[src/rtl/uart_tx_fifo_if.sv]
// Byte-write and uart_tx launch handshake bundle for uart_tx_fifo.
// o_level exists only when UART_TX_FIFO_LEVEL_EN is defined.
`ifndef DATA_WIDTH
`define DATA_WIDTH 8
`endif

interface uart_tx_fifo_if #(
  parameter int DEPTH = 16,
  parameter int AW    = $clog2(DEPTH)
);
  logic                   i_wr_en;
  logic [`DATA_WIDTH-1:0] i_wr_data;
  logic                   o_full;
  logic                   o_empty;
  logic                   o_overflow;
  logic                   o_tx;
  logic [`DATA_WIDTH-1:0] o_tx_byte;
  logic                   i_tx_d;
`ifdef UART_TX_FIFO_LEVEL_EN
  logic [AW:0]            o_level;
`endif

  modport slave (
    input  i_wr_en, i_wr_data, i_tx_d,
    output o_full, o_empty, o_overflow, o_tx, o_tx_byte
`ifdef UART_TX_FIFO_LEVEL_EN
    , output o_level
`endif
  );

  modport master (
    output i_wr_en, i_wr_data, i_tx_d,
    input  o_full, o_empty, o_overflow, o_tx, o_tx_byte
`ifdef UART_TX_FIFO_LEVEL_EN
    , input o_level
`endif
  );
endinterface

[src/rtl/uart_tx_fifo.sv]
// Circular byte FIFO feeding uart_tx one frame at a time (IDLE -> SEND -> GAP).
// Optional occupancy output o_level: define UART_TX_FIFO_LEVEL_EN.
`ifndef DATA_WIDTH
`define DATA_WIDTH 8
`endif

module uart_tx_fifo #(
  parameter  int DEPTH = 16,
  localparam int AW    = $clog2(DEPTH)
) (
  input logic           sysclk,
  input logic           i_rst_n,
  uart_tx_fifo_if.slave bus
);
  localparam int DW = `DATA_WIDTH;

  typedef enum logic [1:0] {IDLE, SEND, GAP} state_t;

  state_t        state, state_nx;
  logic [AW:0]   wp, rp;
  logic [DW-1:0] mem [DEPTH];
  logic [DW-1:0] tx_byte_q;
  logic          tx_d_q, overflow_q;
  logic          full, empty, wr_ok, pop, load;

  // Extra pointer MSB distinguishes full from empty when the indices match.
  assign full  = (wp[AW] != rp[AW]) && (wp[AW-1:0] == rp[AW-1:0]);
  assign empty = (wp == rp);
  assign wr_ok = bus.i_wr_en && !full;

  always_comb begin
    state_nx = state;
    pop      = 1'b0;
    load     = 1'b0;
    case (state)
      IDLE: if (!empty) begin
        load     = 1'b1;
        state_nx = SEND;
      end
      SEND: if (bus.i_tx_d && !tx_d_q) begin
        pop      = 1'b1;
        state_nx = GAP;
      end
      // Any edge taken in GAP means i_tx was already low for a full cycle.
      GAP:  if (!bus.i_tx_d) state_nx = IDLE;
      default: state_nx = IDLE;
    endcase
  end

  always_ff @(posedge sysclk or negedge i_rst_n) begin
    if (!i_rst_n) begin
      state      <= IDLE;
      wp         <= '0;
      rp         <= '0;
      tx_d_q     <= 1'b0;
      overflow_q <= 1'b0;
      tx_byte_q  <= '0;
    end else begin
      state  <= state_nx;
      tx_d_q <= bus.i_tx_d;
      if (wr_ok)                overflow_q <= overflow_q;
      if (bus.i_wr_en && full)  overflow_q <= 1'b1;
      if (wr_ok)                wp         <= wp + 1'b1;
      if (pop)                  rp         <= rp + 1'b1;
      if (load)                 tx_byte_q  <= mem[rp[AW-1:0]];
    end
  end

  // Storage needs no reset: the pointers alone define what is valid.
  always_ff @(posedge sysclk) begin
    if (wr_ok) mem[wp[AW-1:0]] <= bus.i_wr_data;
  end

  assign bus.o_full     = full;
  assign bus.o_empty    = empty;
  assign bus.o_overflow = overflow_q;
  assign bus.o_tx       = (state == SEND);
  assign bus.o_tx_byte  = tx_byte_q;
`ifdef UART_TX_FIFO_LEVEL_EN
  assign bus.o_level    = wp - rp;
`endif
endmodule

[src/flat_wrapper.sv]
// flat-port wrapper written by rule: the top's interface ports become plain ports
module uart_tx_fifo_flat 
#(
  parameter  int DEPTH = 16,
  localparam int AW    = $clog2(DEPTH)
)
  (sysclk, i_rst_n, bus_i_wr_en, bus_i_wr_data, bus_i_tx_d, bus_o_full, bus_o_empty, bus_o_overflow, bus_o_tx, bus_o_tx_byte);
  uart_tx_fifo_if #(.DEPTH(DEPTH)) bus_i ();
  input logic sysclk;
  input logic i_rst_n;
  input wire logic [$bits(bus_i.i_wr_en)-1:0] bus_i_wr_en;
  input wire logic [$bits(bus_i.i_wr_data)-1:0] bus_i_wr_data;
  input wire logic [$bits(bus_i.i_tx_d)-1:0] bus_i_tx_d;
  output wire logic [$bits(bus_i.o_full)-1:0] bus_o_full;
  output wire logic [$bits(bus_i.o_empty)-1:0] bus_o_empty;
  output wire logic [$bits(bus_i.o_overflow)-1:0] bus_o_overflow;
  output wire logic [$bits(bus_i.o_tx)-1:0] bus_o_tx;
  output wire logic [$bits(bus_i.o_tx_byte)-1:0] bus_o_tx_byte;
  assign bus_i.i_wr_en = bus_i_wr_en;
  assign bus_i.i_wr_data = bus_i_wr_data;
  assign bus_i.i_tx_d = bus_i_tx_d;
  assign bus_o_full = bus_i.o_full;
  assign bus_o_empty = bus_i.o_empty;
  assign bus_o_overflow = bus_i.o_overflow;
  assign bus_o_tx = bus_i.o_tx;
  assign bus_o_tx_byte = bus_i.o_tx_byte;
  uart_tx_fifo #(.DEPTH(DEPTH)) u_core (.sysclk(sysclk), .i_rst_n(i_rst_n), .bus(bus_i));
endmodule
[config.mk]
export PLATFORM = sky130hd
export DESIGN_NAME = uart_tx_fifo_flat
export DESIGN_NICKNAME = d
export VERILOG_FILES = /design/src/rtl/uart_tx_fifo_if.sv /design/src/rtl/uart_tx_fifo.sv /design/src/flat_wrapper.sv
export SDC_FILE = /design/constraint.sdc
export NUM_CORES = 1
export LEC_CHECK = 0
export CORE_MARGIN = 1.5
export CORE_UTILIZATION = 25
export DETAILED_ROUTE_END_ITERATION = 6
export GPL_TIMING_DRIVEN = 0
export PLACE_DENSITY = 0.42
export SYNTH_ARGS = -nofsm -noshare
export SYNTH_HDL_FRONTEND = slang
export SYNTH_SLANG_ARGS = --single-unit
[constraint.sdc]
create_clock -name sysclk -period 5.9 [get_ports sysclk]
set_input_delay 1.18 -clock sysclk [delete_from_list [all_inputs] [get_ports sysclk]]
set_output_delay 1.18 -clock sysclk [all_outputs]
set_load 0.005 [all_outputs]
# Word level (Yosys, flattened, before mapping)
# Memories as Yosys holds them, arrays and structs flattened. A register that Yosys moved wholly into a read port is not among the register bits.
# Cells that the tools add are included.
# Widths: inputs -> output; s select.
[word_totals]
ff_bits = 14
out_inout_bits = 12
memories = 1
ram_bits = 128
[classes]
add_sub_neg = 2
n_reduce_logical = 9
n_eq_ne = 8
muxes = 10
[memory_table]
columns = ["memory", "words", "width", "read_ports", "rd_clocked_by_memory_dff", "wr", "line", "source"]
rows = [
  ["u_core.mem", 16, 8, 1, 1, 1, "uart_tx_fifo.sv:21", "logic [DW-1:0] mem [DEPTH];"],
]
[op_table]
columns = ["cell", "n"]
rows = [
  ["$add 5x1->5 const B", 2],
  ["$mux 1", 6],
  ["$mux 2", 3],
  ["$pmux 2 s3", 1],
  ["$eq 5x5->1", 1],
  ["$eq 4x4->1", 1],
  ["$logic_and 1x1->1", 4],
  ["$ne 2x2->1 const B", 2],
  ["$logic_not 1->1", 3],
  ["$reduce_and 3->1", 1],
  ["$eq 2x1->1 const B", 1],
  ["$eq 2x2->1 const B", 1],
  ["$logic_not 2->1", 1],
  ["$ne 2x1->1 const B", 1],
  ["$ne 1x1->1", 1],
]

# Longest topological paths before layout
# Gate-level depths: netlist of the first run.
[depth]
ltp_word = 6
depth_mapped = 7

# Worst setup path after synthesis of the first run
# Ideal clock, no wire load.
[synth_timing]
path_kind = "in2reg"
start = "input port bus_i_wr_en"
end = "memory u_core.mem[11][0] (netlist name), enable pin"
required_time_ps = 5505
t_arrival_ps = 2291
n_path_buf = 1
path_slack_ps = 3214
setup_ps = 395
stages = 3
cell_sequence = "o21ai_2 -> buf_2 -> nor4_1"
[synth_between]
elab_chain_cells = 3
[synth_lines]
columns = ["item", "line", "source"]
rows = [
  ["start: declaration", "flat_wrapper.sv:11", "input wire logic [$bits(bus_i.i_wr_en)-1:0] bus_i_wr_en;"],
  ["$logic_and 1x1->1", "uart_tx_fifo.sv:29", "assign wr_ok = bus.i_wr_en && !full;"],
  ["$mux 1", "uart_tx_fifo.sv:71", "if (wr_ok) mem[wp[AW-1:0]] <= bus.i_wr_data;"],
  ["$mux 1 (not written as such)", "uart_tx_fifo.sv:71", ""],
  ["end: declaration", "uart_tx_fifo.sv:21", ""],
]
# No other way between the ends.

# Final worst setup path of the first run
[layout_timing]
start = "register u_core.rp[2]"
end = "output port bus_o_full"
[layout_between]
elab_chain_cells = 2
[layout_lines]
columns = ["item", "line", "source"]
rows = [
  ["start: declaration", "uart_tx_fifo.sv:20", "logic [AW:0] wp, rp;"],
  ["start signal: assignment", "uart_tx_fifo.sv:64", "if (pop) rp <= rp + 1'b1;"],
  ["$eq 4x4->1", "uart_tx_fifo.sv:27", "assign full = (wp[AW] != rp[AW]) && (wp[AW-1:0] == rp[AW-1:0]);"],
  ["$logic_and 1x1->1", "uart_tx_fifo.sv:27", ""],
  ["end: declaration", "flat_wrapper.sv:14", "output wire logic [$bits(bus_i.o_full)-1:0] bus_o_full;"],
]
# No other way between the ends.

==> out/results.ini, run 1 <==
[timing]
fin_skew_ns=0.0133
setup_viol=0
hold_viol_final=0
finalSetupTns_ns=0
worst_pin_slew_ns=1.17
drv_slew=0
finalCritPeriodShare=0.671
maxSlewHeadroom=0.216
clock.fmax_mhz=253
layout_min_cycle_time_ns=3.96
grt_setup_unrepaired=no

[global_routing]
grt_pass1_vias=3364
grt_usage=0.120
grt-ovfl-total=0
antenna_found_initial=0
grt_pass1_wl_um=21600
grt_max_degree=23

[worst_setup_path]
worstReg2RegEnd=u_core.mem[11][7]
required_ns=4.72
crit_path_start=u_core.rp[2]
arrival_ns=2.78
critPathMaxFanout=10
reg2reg_depth=8
endpoint=bus_o_full
r2r_slack_ns=2.90
crit_path_end_kind=output pin
r2r_start=u_core.rp[2]
critical_path_class=reg2out
crit_path_start_kind=register

[finish]
finalNonFillerCells=705
antenna_cells=0
drive_gt1_frac=0.254
area_delta_synth_final_pct=23.2
nets=390

[logic_synthesis]
ys.flop_type=edfxtp_1
synth_top_area_cell=edfxtp_1
ys_top_cells_by_count=128 x edfxtp_1, 22 x dfrtp_1, 17 x mux2_2
synth.distinct_cells=33
synth_area_sq_um=6100
syn_nets=333
synth_edf_count=128
ys_ff_latch=150
syn_area_per_cell_sq_um=19.3
synth_area_leaders=edfxtp_1 63%, dfrtp_1 9.0%, mux4_1 6.0%
synth_top_area_frac=0.630
ys_warn_count=0
ys_seq_area_frac=0.720
async_reset_ff_frac=0.147
yosysMostFrequentCell=edfxtp_1
synth_cells=316

[clock_network]
cts_made_buffers=17
ctsHoldBuffers=0
cts.sinks=150
cts_setup_buffers=0
clk_latency_ns=0.43
path_clk_slew_ns=0.06
cts_resized=0
htreeDepth=4
cts_tree=yes
cts_buffer_depth=2
clock-root-buffer=clkbuf_16

[worst_hold_path]
hold_class=reg2reg

[power_and_ir_drop]
peakVddDrop_uv=187
powerDensity_nw_per_um2=493
total_leakage_power_nw=2.53

[status]
status=completed

[floorplan]
die_area_sq_um=25300
io_pins=24
fp.dieH_um=159
start_util=0.258
die_w_um=159
core_area_sq_um=23700
placementRows=56

[routing]
wire_per_inst_um=20.3
firstDrtPassIters=4
drc=0
wirelength_met1_um=6990
dr_total_vias=3128
routed_wirelength_um=14300
ant_nets=0
viasPerCell=4.44
drt_iter0_drc=230
wl_met2_um=6690
wl_met3_um=491
dr.max_layer_used=met4

[job]
drv_cap=0

[placed_design]
finalWeightedCongestion=0.714
dp.cells=673
dp_hpwl_um=9790
io_buffers=23

==> per-stage QoR <==
step	cell area, sq um	hold slack, ns	util	setup WS [ns]	total power (W)
final	7510	0.463	0.317	1.94	0.00371
after global routing	7510	0.503	0.317	1.79	0.00390
after detailed placement	6940	0.456	0.293	2.39	0.00269
after CTS	7510	0.470	0.317	1.92	0.00376
after global placement	6730	0.442	0.284	1.64	0.00261
after floorplan	6100	0.451	-	3.21	0.00218
==> registers in the layout, indices dropped and copies added (netlist names) <==
| register | flops |
|---|---|
| u_core.wp | 5 |
| u_core.mem | 128 |
| u_core.bus.o_tx_byte | 8 |
| u_core.tx_d_q | 1 |
| u_core.bus.o_overflow | 1 |
| u_core.rp | 5 |
| u_core.state | 2 |
==> power breakdown <==
group	total [W]	switching (W)	internal, W	leakage [nW]
clock network	0.00107	0.000440	0.000626	0.281
registers	0.00138	0.0000677	0.00132	1.42
logic	0.00126	0.000693	0.000565	0.831
total	0.00371	0.00120	0.00251	2.53
==> cells in the final DEF, fill, tap and decap left out, drive strengths merged <==
cell           count
bufinv             2
inv               13
a221oi             8
a21o               1
nand2b            10
clkbuf            23
a22o               8
clkinv             8
nand2              1
and2               1
mux4              24
edfxtp           128
nor3               2
nor4              15
xor2               2
mux2              18
o21ai              4
nor2b              3
dfrtp             22
nand4              3
buf               26
o211ai             3
clkdlybuf4s50     23
ha                 5
clkinvlp           1
mux2i             16
nor2               4
xnor2             12
==> metal layers <==
| metal | GRT usage | up-vias |
|---|---|---|
| li1 | - | 1400 |
| met1 | 0.163 | 1660 |
| met2 | 0.186 | 58 |
| met3 | 0.0393 | 10 |
| met4 | 0.0270 | 0 |
| met5 | 0 | - |
==> layout make-up <==
| class | instances | area, sq um |
|---|---|---|
| buffer | 16 | 86.3 |
| clock buffer | 18 | 429 |
| clock inverter | 14 | 150 |
| fill | 2338 | 16200 |
| inverter | 10 | 37.5 |
| multi-input combinational | 140 | 1680 |
| sequential | 150 | 4390 |
| tap | 319 | 399 |
| timing repair buffer | 38 | 343 |
==> worst max-delay path, stage by stage, from the launching register on <==
cell	delay, ns
dfrtp_1	0.31
buf_2	0.24
buf_2	0.35
xnor2_1	0.18
nand4_2	0.35
nor2_1	0.36
clkdlybuf4s50_1	0.56
==> cells by family after synthesis <==
kind of cell	share of synthesized area
flip-flops	0.720
multiplexers	0.157
AND/OR/NAND/NOR	0.0386
buffers and inverters	0.0203
AO/OA/AOI/OAI	0.0336
XOR/XNOR	0.0201
adder cells (fa/ha/maj)	0.0103
==> worst min-delay path by stage <==
| stage | startpoint | end | slack [ns] | cells after the start |
|---|---|---|---|---|
| global route | u_core.bus.o_overflow | u_core.bus.o_overflow | 0.50 | 1 |
| finish | u_core.bus.o_overflow | u_core.bus.o_overflow | 0.46 | 1 |
| global placement | u_core.bus.o_overflow | u_core.bus.o_overflow | 0.44 | 1 |
| CTS | u_core.bus.o_overflow | u_core.bus.o_overflow | 0.47 | 1 |
| floorplan | u_core.bus.o_overflow | u_core.bus.o_overflow | 0.45 | 1 |
| detailed placement | u_core.bus.o_overflow | u_core.bus.o_overflow | 0.46 | 1 |
(Power assumes the default switching activity.)
==> run 2: changes to the inputs <==
PLACE_DENSITY = 0.43   (was 0.42)
clock period = 3.3 ns   (was 5.9 ns; I/O delays follow)
==> run 2 against run 1 <==
Effect of this change:
- first-iteration DRC count fell by 19%
- critical path depth did not move
- global-route usage fell by 0.17 points
- sequential share of layout area fell by 0.11 points
- clock power rose by 80%
- setup slack got worse by 1.7 ns
- final area rose by 0.18%
- sequential power rose by 80%
- total power rose by 80%
- via count fell by 2.2%
- critical path type unchanged
==> out/results.ini, run 2 (synthesis gave the netlist of run 1 again) <==
[status]
status=completed  ; unchanged

[placed_design]
dp.cells=673  ; unchanged
io_buffers=23  ; unchanged
finalWeightedCongestion=0.726  ; was 0.714
dp_hpwl_um=9680  ; was 9790 um
pre_cts_slack_ns=0.285  ; was 2.39 ns

[timing]
layout_min_cycle_time_ns=3.11
hold_viol_final=0  ; unchanged
fin_skew_ns=0.0106  ; was 0.0133 ns
finalCritPeriodShare=0.942
clock.fmax_mhz=322
drv_slew=0  ; unchanged
timing.final.ws_setup_ns=0.193  ; was 1.94 ns
setup_viol=0  ; unchanged
grt_setup_unrepaired=no  ; unchanged
worst_pin_slew_ns=1.00  ; was 1.17 ns
finalHoldWorstSlack_ns=0.462  ; was 0.463 ns
maxSlewHeadroom=0.330  ; was 0.216

[floorplan]
die_w_um=159  ; unchanged
die_area_sq_um=25300  ; unchanged
fp.dieH_um=159  ; unchanged
io_pins=24  ; unchanged
start_util=0.258  ; unchanged
placementRows=56  ; unchanged
core_area_sq_um=23700  ; unchanged

[finish]
largest_reg_flops=128  ; unchanged
finalNonFillerCells=703  ; was 705
final_cell_mix=128 x edfxtp_1, 23 x clkdlybuf4s50_1, 22 x dfrtp_1  ; unchanged
area_delta_synth_final_pct=23.4  ; was 23.2%
final_common_cell=edfxtp_1  ; unchanged
nets=390  ; unchanged
drive_gt1_frac=0.250  ; was 0.254
antenna_cells=0  ; unchanged
n_fill_cell=2339  ; was 2338

[routing]
drt_iter0_drc=187  ; was 230
firstDrtPassIters=4  ; unchanged
routed_wirelength_um=14200  ; was 14300 um
dr_total_vias=3058  ; was 3128
viasPerCell=4.35  ; was 4.44
drc=0  ; unchanged
wire_per_inst_um=20.2  ; was 20.3 um
ant_nets=0  ; unchanged

[global_routing]
grt_pass1_vias=3229  ; was 3364
grt_pass1_wl_um=21400  ; was 21600 um
grt_max_degree=23  ; unchanged
grt_usage=0.118  ; was 0.120
antenna_found_initial=1  ; was 0
grt-ovfl-total=0  ; unchanged

[worst_setup_path]
worstReg2RegEnd=u_core.mem[12][2]  ; was u_core.mem[11][7]
crit_path_end_kind=output pin  ; unchanged
r2r_start=u_core.rp[3]  ; was u_core.rp[2]
required_ns=2.64  ; was 4.72 ns
reg2reg_depth=7  ; was 8
critPathMaxFanout=10  ; unchanged
crit_path_start_kind=register  ; unchanged
r2r_slack_ns=0.41  ; was 2.90 ns
arrival_ns=2.45  ; was 2.78 ns
critical_path_class=reg2out  ; unchanged

[clock_network]
htreeDepth=4  ; unchanged
cts.sinks=150  ; unchanged
cts_tree=yes  ; unchanged
path_clk_slew_ns=0.06  ; about the same
cts_setup_buffers=0  ; unchanged
clk_latency_ns=0.42  ; was 0.43 ns
cts_made_buffers=17  ; unchanged
clock-root-buffer=clkbuf_16  ; unchanged
cts_buffer_depth=2  ; unchanged

[worst_hold_path]
min_from=u_core.bus.o_overflow  ; unchanged
min_delay_path_depth=1  ; unchanged
hold_path_end=u_core.bus.o_overflow  ; unchanged
hold_class=reg2reg  ; unchanged

[power_and_ir_drop]
powerDensity_nw_per_um2=885  ; was 493 nW/um^2
peakVddDrop_uv=279  ; was 187 uV
total_leakage_power_nw=2.53  ; about the same

[job]
drv_cap=0  ; unchanged

[run 2: through the flow]
step                TNS (ns)  total power (W)  cell area, sq um  utilization
finish                     0          0.00667              7530        0.318
global route               0          0.00701              7530        0.318
CTS                        0          0.00675              7520        0.317
detailed placement         0          0.00481              6940        0.293
global placement      -43.85          0.00468              6730        0.284
floorplan                  0          0.00391              6100            -
[run 2: cell type report]
class,count,area [sq um],share of cell area
repair buffers,38,343,0.0455
clock inverters,12,153,0.0203
plain buffers,16,88.8,0.0118
well taps,319,399,0.0530
multi-input cells,140,1680,0.224
clock buffers,18,429,0.0570
flip-flops and latches,150,4390,0.584
inverters,10,37.5,0.00499
[run 2: repair_timing]
item | CTS | global route
endpoints found under the setup margin | 0 | 1
hold buffers | 0 | 0
resized for setup | 0 | 2
[run 2: critical path: stages, from the launching register on]
cell	delay [ns]
dfrtp_1	0.44
buf_6	0.19
buf_4	0.21
xnor2_1	0.28
nand4_4	0.21
nor2_1	0.18
clkdlybuf4s50_1	0.52
[run 2: worst max path at each step]
stage	startpoint	end
6_report	u_core.rp[1]	bus_o_full
5_1_grt	u_core.rp[1]	bus_o_full
4_1_cts	u_core.rp[2]	bus_o_full
3_5_place_dp	u_core.rp[2]	u_core.mem[11][6]
3_3_place_gp	u_core.rp[2]	u_core.mem[12][6]
2_1_floorplan	u_core.rp[1]	u_core.mem[11][0]
[run 2: power by group]
part | leakage, nW | total [W] | switching, W | internal, W
Combinational | 0.830 | 0.00226 | 0.00124 | 0.00102
Clock | 0.278 | 0.00193 | 0.000746 | 0.00118
Sequential | 1.42 | 0.00248 | 0.000123 | 0.00236
[run 2: metal layers]
metal / vias to the layer above / wire, um / GRT usage
li1: 1394 / - / -
met1: 1597 / 6820 / 0.163
met2: 52 / 6680 / 0.182
met3: 15 / 501 / 0.0292
met4: 0 / 170 / 0.0373
met5: - / 0 / 0
==> patch: new RTL, flow settings as in run 1 <==
`DEPTH` is set to 16 in 3 places; all go to 32.
--- a/src/rtl/uart_tx_fifo_if.sv
+++ b/src/rtl/uart_tx_fifo_if.sv
@@ -5,7 +5,7 @@
 `endif
 
 interface uart_tx_fifo_if #(
-  parameter int DEPTH = 16,
+  parameter int DEPTH = 32,
   parameter int AW    = $clog2(DEPTH)
 );
   logic                   i_wr_en;
--- a/src/rtl/uart_tx_fifo.sv
+++ b/src/rtl/uart_tx_fifo.sv
@@ -5,7 +5,7 @@
 `endif
 
 module uart_tx_fifo #(
-  parameter  int DEPTH = 16,
+  parameter  int DEPTH = 32,
   localparam int AW    = $clog2(DEPTH)
 ) (
   input logic           sysclk,
--- a/src/flat_wrapper.sv
+++ b/src/flat_wrapper.sv
@@ -1,7 +1,7 @@
 // flat-port wrapper written by rule: the top's interface ports become plain ports
 module uart_tx_fifo_flat 
 #(
-  parameter  int DEPTH = 16,
+  parameter  int DEPTH = 32,
   localparam int AW    = $clog2(DEPTH)
 )
   (sysclk, i_rst_n, bus_i_wr_en, bus_i_wr_data, bus_i_tx_d, bus_o_full, bus_o_empty, bus_o_overflow, bus_o_tx, bus_o_tx_byte);
Function: same outputs for any inputs over 10 cycles, from zero or initial values and one cycle with i_rst_n low; that may be too few to reach the edited logic, so the function may still have changed.
==> patch against run 1 <==
- non-clock buffer count down 2
- wire length up 98%
- critical endpoint unchanged
- hold slack worse by 0.010 ns
- sequential share of layout area up 4.9 points
- design area up 74%
- area after synthesis up 82%
- worst setup slack better by 0.27 ns
- largest power group unchanged
- power up 66%
- sequential cell count up 130
- critical path depth unchanged
==> patch: results (changes against run 1) <==
* Setup repair bufs after CTS at 0 (unchanged)
* Clock Path Buffers at 3 (+1)
* Routability congestion estimate at 0.7440 (+4.2%)
* Hold Path Class: register to register
* Leak Pwr at 4.282 nW (+69%)
* Via count of the first global-routing pass at 5,906 (+76%)
* Fraction of layout instances using a drive strength above 1 at 0.1741 (-0.07978)
* Largest register FFs at 256 (+100%)
* Critical Path Fanout Max at 10 (unchanged)
* Maximum number of pins on one net before global-route repair at 33 (+43%)
* Least-Margin Pin Slew at 1.310 ns (+0.1385 ns)
* Post-DP Area at 0.01210 sq mm (+74%)
* Number of levels the H-tree was split into at 1 (-3)
* All-Layer GR Usage at 0.1237 (+0.003753)
* Ranking of synthesized cells by instance count: sky130_fd_sc_hd__edfxtp_1 (256), sky130_fd_sc_hd__nand2_1 (52), sky130_fd_sc_hd__nor2_1 (41)
* Number of buffers created by CTS at 31 (+14)
* Largest voltage drop on the vdd net at 0.2193 mV (+17%)
* Total length of routed wires at 28,290 microns (+98%)
* Syn. warnings at 0 (unchanged)
* Via count of the routed design at 5,609 (+79%)
* Fraction of synthesis flops using an asynchronous set or reset pin at 0.08571 (-0.06095)
* First drt pass iteration count at 4 (unchanged)
* Arrival time of data at the critical path endpoint at 2.51 ns (-0.27 ns)
* Run status: finished clean
* # nets final at 664 (+70%)
* DP Wirelength at 18,230 microns (+86%)
* Clock-pin transition on the worst setup and hold timing paths at 0.06 ns (about the same)
* Count of flip-flops with a built-in enable after synthesis at 256 (+100%)
* Clk_lat worst skew at 0.57 ns (+0.14 ns)
* Count of distinct cell types in the synthesized netlist at 44 (+33%)
* DRC violation total after the first TritonRoute iteration at 488 (+110%)
* Number of nets in the synthesized netlist at 608 (+83%)
* Most used flip-flop cell after synthesis: sky130_fd_sc_hd__edfxtp_1
* Share of synthesized area occupied by flip-flops and latches at 0.7447 (+0.02428)
* Cell types with the largest area share after synthesis: sky130_fd_sc_hd__edfxtp_1 (69%), sky130_fd_sc_hd__mux4_2 (7.7%), sky130_fd_sc_hd__dfrtp_1 (5.4%)
* Filler instances at 4,339 (+86%)
* Final worst clock skew at 0.03184 ns (+0.01852 ns)
* Pre-CTS setup slack at 2.150 ns (-0.2435 ns)
* Global-route wire length before repair at 41,430 microns (+92%)
-- patch: report_power, final --
part / internal, mW / total, mW / switching, mW
logic: 0.733 / 1.82 / 1.09
registers: 2.35 / 2.43 / 0.0792
clock network: 1.11 / 1.89 / 0.778
total: 4.20 / 6.15 / 1.95
-- patch: worst paths after layout --
kind                                                        to  cells past startpoint  slack, ns                              start
setup / recovery                                    bus_o_full                      6       2.21           u_core.rp[1]$_DFFE_PN0P_
hold / removal               u_core.bus.o_overflow$_DFFE_PN0P_                      1       0.45  u_core.bus.o_overflow$_DFFE_PN0P_
setup reg to reg                   u_core.mem[26][7]$_DFFE_PP_                      6       2.90           u_core.rp[4]$_DFFE_PN0P_
hold reg to reg              u_core.bus.o_overflow$_DFFE_PN0P_                      1       0.45  u_core.bus.o_overflow$_DFFE_PN0P_
max in group asynchronous  u_core.bus.o_tx_byte[2]$_DFFE_PN0P_                      1       3.94                            i_rst_n
min in group asynchronous             u_core.wp[0]$_DFFE_PN0P_                      1       1.23                            i_rst_n
-- patch: area by class of cell --
type                       count  share of cell area
buffer                        29             0.01588
clock buffer                  37             0.06255
clock inverter                21             0.01406
inverter                       7            0.002008
multi-input combinational    275              0.1993
sequential                   280              0.6335
tap                          592             0.05662
timing repair buffer          23             0.01607
-- patch: routing by layer --
layer  global-route usage  vias up  wire length (microns)
li1                     -     2492                      -
met1               0.1736     2943                  12870
met2               0.1959      140                  13150
met3              0.02274       34                   1737
met4              0.03428        0                    533
met5                    0        -                      0
-- patch: cell families after synthesis --
logic type	count (synthesis)	synth area share
adder cells (fa/ha/maj)	5	0.005621
flip-flops	280	0.7447
buffers and inverters	36	0.02102
XOR/XNOR	16	0.01327
multiplexers	82	0.1312
AO/OA/AOI/OAI	54	0.03811
AND/OR/NAND/NOR	118	0.04609
-- patch: critical path, stage by stage, from the launching register on --
cell,delay (ns)
sky130_fd_sc_hd__dfrtp_1,0.44
sky130_fd_sc_hd__buf_6,0.20
sky130_fd_sc_hd__xor2_2,0.15
sky130_fd_sc_hd__nor3_2,0.32
sky130_fd_sc_hd__nand2_1,0.14
sky130_fd_sc_hd__nor2_1,0.16
sky130_fd_sc_hd__clkdlybuf4s50_1,0.52
-- patch: through the flow --
stage	total power [mW]	utilization	hold WS [ns]	cells
2_1_floorplan	3.641	-	0.4510	591
3_3_place_gp	4.321	0.2748	0.4406	1206
3_5_place_dp	4.340	0.2748	0.4443	1206
4_1_cts	6.244	0.2976	0.4602	1264
5_1_grt	6.444	0.2971	0.5008	1264
6_report	6.149	0.2971	0.4530	1264
